**src/rtl/mem_arbiter.sv**
```systemverilog
// Two-port round-robin memory arbiter with one access in flight and an ack timeout.
// Port 0 is instruction fetch, port 1 is load/store; responses return as one-cycle rvalid pulses.
module mem_arbiter #(
  parameter int WIDTH   = 32,
  parameter int TIMEOUT = 16
) (
  input  logic             clk,
  input  logic             rst,
  input  logic             req0,
  input  logic             req1,
  input  logic             we0,
  input  logic             we1,
  input  logic [WIDTH-1:0] addr0,
  input  logic [WIDTH-1:0] addr1,
  input  logic [WIDTH-1:0] wdata0,
  input  logic [WIDTH-1:0] wdata1,
  input  logic [2:0]       mode0,
  input  logic [2:0]       mode1,
  output logic             ready0,
  output logic             ready1,
  output logic             rvalid0,
  output logic             rvalid1,
  output logic [WIDTH-1:0] rdata,
  output logic             err,
  output logic             mem_req,
  output logic             mem_we,
  output logic [WIDTH-1:0] mem_addr,
  output logic [WIDTH-1:0] mem_wdata,
  output logic [2:0]       mem_mode,
  input  logic             mem_ack,
  input  logic [WIDTH-1:0] mem_rdata
);

  localparam int CW = $clog2(TIMEOUT + 1);

  typedef enum logic [0:0] {IDLE = 1'b0, ISSUE = 1'b1} state_t;

  state_t          state_r;
  logic            last_grant_r;
  logic            port_r;
  logic [CW-1:0]   wait_cnt_r;
  logic            grant0_s;
  logic            grant1_s;

  // Grant selection: port 1 wins unless port 0 is alone or port 1 was granted last.
  always_comb begin
    grant0_s = 1'b0;
    grant1_s = 1'b0;
    if (rst && (state_r == IDLE)) begin
      if (req1 && (!req0 || !last_grant_r)) begin
        grant1_s = 1'b1;
      end else if (req0) begin
        grant0_s = 1'b1;
      end else begin
        grant0_s = 1'b0;
        grant1_s = 1'b0;
      end
    end else begin
      grant0_s = 1'b0;
      grant1_s = 1'b0;
    end
  end

  assign ready0 = grant0_s;
  assign ready1 = grant1_s;

  // Arbiter FSM with registered memory-side and response outputs.
  always_ff @(posedge clk or negedge rst) begin
    if (!rst) begin
      state_r      <= IDLE;
      last_grant_r <= 1'b0;
      port_r       <= 1'b0;
      wait_cnt_r   <= {CW{1'b0}};
      mem_req      <= 1'b0;
      mem_we       <= 1'b0;
      mem_addr     <= {WIDTH{1'b0}};
      mem_wdata    <= {WIDTH{1'b0}};
      mem_mode     <= 3'b000;
      rvalid0      <= 1'b0;
      rvalid1      <= 1'b0;
      rdata        <= {WIDTH{1'b0}};
      err          <= 1'b0;
    end else begin
      rvalid0 <= 1'b0;
      rvalid1 <= 1'b0;
      case (state_r)
        IDLE: begin
          if (grant0_s || grant1_s) begin
            port_r       <= grant1_s;
            last_grant_r <= grant1_s;
            mem_req      <= 1'b1;
            mem_we       <= grant1_s ? we1 : we0;
            mem_addr     <= grant1_s ? addr1 : addr0;
            mem_wdata    <= grant1_s ? wdata1 : wdata0;
            mem_mode     <= grant1_s ? mode1 : mode0;
            wait_cnt_r   <= {CW{1'b0}};
            state_r      <= ISSUE;
          end else begin
            state_r <= IDLE;
          end
        end
        ISSUE: begin
          // An ack in the last allowed cycle still wins over the timeout.
          if (mem_ack) begin
            mem_req <= 1'b0;
            rvalid0 <= ~port_r;
            rvalid1 <= port_r;
            rdata   <= mem_we ? {WIDTH{1'b0}} : mem_rdata;
            err     <= 1'b0;
            state_r <= IDLE;
          end else if (wait_cnt_r == CW'(TIMEOUT - 1)) begin
            mem_req <= 1'b0;
            rvalid0 <= ~port_r;
            rvalid1 <= port_r;
            rdata   <= {WIDTH{1'b0}};
            err     <= 1'b1;
            state_r <= IDLE;
          end else begin
            wait_cnt_r <= wait_cnt_r + CW'(1);
          end
        end
        default: begin
          mem_req <= 1'b0;
          state_r <= IDLE;
        end
      endcase
    end
  end

endmodule
```
**config.mk**
```make
export PLATFORM = sky130hd
export DESIGN_NAME = mem_arbiter
export DESIGN_NICKNAME = d
export VERILOG_FILES = /design/src/rtl/mem_arbiter.sv
export SDC_FILE = /design/constraint.sdc
export NUM_CORES = 1
export LEC_CHECK = 0
export CORE_UTILIZATION = 25
export CTS_CLUSTER_DIAMETER = 100
export DETAILED_ROUTE_END_ITERATION = 8
export HOLD_SLACK_MARGIN = 0.06
export PLACE_DENSITY = 0.68
export SYNTH_ARGS = -nofsm -noshare
export SYNTH_HDL_FRONTEND = slang
export SYNTH_SLANG_ARGS = --single-unit
export TNS_END_PERCENT = 50
```
**constraint.sdc**
```tcl
create_clock -name clk -period 2.84 [get_ports clk]
set_input_delay 0.568 -clock clk [delete_from_list [all_inputs] [get_ports clk]]
set_output_delay 0.568 -clock clk [all_outputs]
set_load 0.005 [all_outputs]
```
==> qor.yml <==
clock_network:
  clock_latency_ns: 0.35
  clockBufferDepth: 2
  htreeDepth: 3
  post_cts_buffers: 0
  cts_resized: 0
  cts_tree: "yes"
  numClockSinks: 111
  cts-buffers-inserted: 9
  root_buffer: "clkbuf_16"
  postCtsHoldBufs: 0
  clk_pin_slew_ns: 0.07
job:
  max_cap_violations: 0
timing:
  min_period_ns: 2.57
  fin_crit_sh_pct: 90.6
  timing.final.max_slew_violations: 0
  setup_viol: 0
  finClkSkew_ns: 0.00686
  rsz0062_at_grt: "no"
  max-slew-margin-rel_pct: 48.4
  finalSetupTns_ns: 0
  hold_viol_final: 0
  fmax_ghz: 0.389
  tightest_slew_ns: 0.774
worst_setup_path:
  rrSetupSlack_ns: 0.78
  crit_chain: "clkdlybuf4s50_1 -> and3_2 -> clkdlybuf4s50_1"
  cp-start-kind: "input port"
  r2r-start: "wait_cnt_r[0]"
  critical-path-top-delay-family: "buffers and inverters"
  critPathMaxStageDelay_ns: 0.62
  critPathKind: "in -> out"
  crit_buf_inv: 2
  reg2reg_to: "wait_cnt_r[2]"
  crit_path_frequent_cell: "clkdlybuf4s50_1"
  critPathSlowestCell: "clkdlybuf4s50_1"
  critPathArrivalTime_ns: 2.00
  worst_setup_path_end_kind: "output port"
  cp_max_fo: 4
  cp.required_ns: 2.27
  ff2ff_path_depth: 7
logic_synthesis:
  synth_cell_types: 24
  ys_ff_latch: 111
  yosysWarnings: 0
  synth_area_leaders: "dfrtp_1, a222oi_1, nand2_1"
  yosys.area.top_type: "dfrtp_1"
  synth-main-ff-cell: "dfrtp_1"
  yosysTopAreaCellShare_pct: 62.0
  avgSynthCellArea_um2: 10.8
  postSynthCellCount: 416
  synth_nets: 591
  async_reset_ff_share_pct: 100
  syn_area_um2: 4480
  yosysSeqAreaShare_pct: 62.0
  synth_edf_count: 0
finish:
  final_area_um2: 7860
  antenna_cells: 0
  final_util_pct: 45.1
  nNetsFinal: 856
  fillers: 1681
  layout-area-overhead-vs-synth_pct: 75.2
  fin_cells: 909
  final_layout_size_suffix_gt1_share_pct: 4.53
floorplan:
  fp.dieH_um: 136
  dieArea_um2: 18500
  coreArea_um2: 17400
  initial_core_util_pct: 25.7
  io_pins: 279
  placementRows: 48
  die_x_um: 136
place:
  place_area_um2: 7520
  dp_hpwl_um: 10600
  place_inst: 895
  port_buffers: 278
  gp_congestion: 0.759
power:
  power.leakage_nw: 3.61
  ir_drop_mv: 0.270
  power_density_nw_per_um2: 683
worst_hold_path:
  hold_class: "in -> async"
routing:
  vias: 4277
  first_pass_iters: 6
  routed_wl_um: 14900
  avgRoutedWirePerCell_um: 16.4
  ant_nets: 0
  drcViolationCount: 0
  via_per_inst: 4.71
  drt_iter0_markers: 455
grt:
  grt_pass1_wl_um: 22200
  first_global_vias: 4059
  grt_antenna_before_repair: 1
  grt_start_max_net_pins: 69
  grt_overflow: 0
  grt_util_all_layers_pct: 15.8
run_status:
  status: "finished clean"
-- synth_stat cells, drive strengths merged (2+ instances only) --
| cell type | count |
|---|---|
| a21oi | 3 |
| a222oi | 68 |
| and3 | 3 |
| buf | 11 |
| clkbuf | 22 |
| dfrtp | 111 |
| ha | 2 |
| inv | 71 |
| nand2 | 74 |
| nor2 | 3 |
| nor2b | 3 |
| o21ai | 37 |
-- how the worst max path moves through the flow --
stage	end	startpoint	cells past startpoint
5_1_grt	ready1	req1	3
3_3_place_gp	ready1	req1	3
3_5_place_dp	ready1	req1	3
6_report	ready1	req1	3
4_1_cts	ready1	req1	3
2_1_floorplan	err	wait_cnt_r[0]	7
-- worst register-to-register path: stages, from the launching register on --
cell	delay, ns
dfrtp_1	0.41
ha_1	0.23
and3_1	0.19
ha_1	0.23
nor3b_1	0.41
a21oi_1	0.19
o21ai_0	0.18
o21ai_0	0.11
-- stage by stage --
stage	setup WS (ns)	total power [W]	hold WS, ns
detailed placement	0.235	0.00397	0.469
finish	0.268	0.00537	0.247
CTS	0.235	0.00546	0.248
floorplan	0.858	0.00275	0.272
global placement	0.246	0.00394	0.461
global route	0.206	0.00570	0.276
-- registers in the layout, summed over array words and instances (netlist names), 3 cells and up --
| register | count |
|---|---|
| mem_addr | 32 |
| mem_wdata | 32 |
| rdata | 32 |
| wait_cnt_r | 5 |
| mem_mode | 3 |
-- layer usage --
| layer | track usage (%) | routed length (um) | vias up | share of wire (%) |
|---|---|---|---|---|
| met1 | 20.2 | 6170 | 2056 | 41 |
| li1 | - | - | 2022 | - |
| met2 | 25.3 | 7200 | 170 | 48 |
| met3 | 3.69 | 1110 | 27 | 7.4 |
| met5 | 0 | 11 | - | 0.074 |
| met4 | 7.16 | 386 | 2 | 2.6 |
-- report_power, final --
part / leakage, nW / total [W] / switching [W] / internal [W]
Sequential: 1.41 / 0.00220 / 0.000224 / 0.00198
Clock: 0.164 / 0.00145 / 0.000575 / 0.000876
Combinational: 2.03 / 0.00172 / 0.000627 / 0.00109
Total: 3.61 / 0.00537 / 0.00143 / 0.00394
-- cell usage in the layout (no fill, tap or decap), types with 2 or more instances in the layout --
cell type          n
clkbuf_16          9
dfrtp_1          111
and3_1             2
a21oi_1            2
o21ai_0           36
ha_1               2
a222oi_1          68
nand2_1           73
clkdlybuf4s50_1  277
bufinv_16          3
nor2b_2            2
buf_4              8
buf_12             2
nor2_1             3
inv_1             71
-- kinds of logic (layout without fill, tap and decap cells) --
| group | after synthesis | in the layout | synth area share (%) |
|---|---|---|---|
| DFF | 111 | 111 | 62.0 |
| AOI/OAI and AO/OA | 112 | 112 | 20.3 |
| adders and majority gates | 2 | 2 | 0.558 |
| buffers and inverters | 104 | 372 | 9.18 |
| and+or+nand+nor | 87 | 87 | 8.01 |
-- layout make-up --
class,instances,area (um2),share of cell area [%]
repair buffers,287,2870,36.6
multi-input cells,201,1320,16.8
well taps,225,282,3.58
clock inverters,4,95.1,1.21
flip-flops and latches,111,2780,35.4
inverters,71,267,3.39
clock buffers,10,239,3.04
Note: power is estimated with default switching activity, not from simulation.
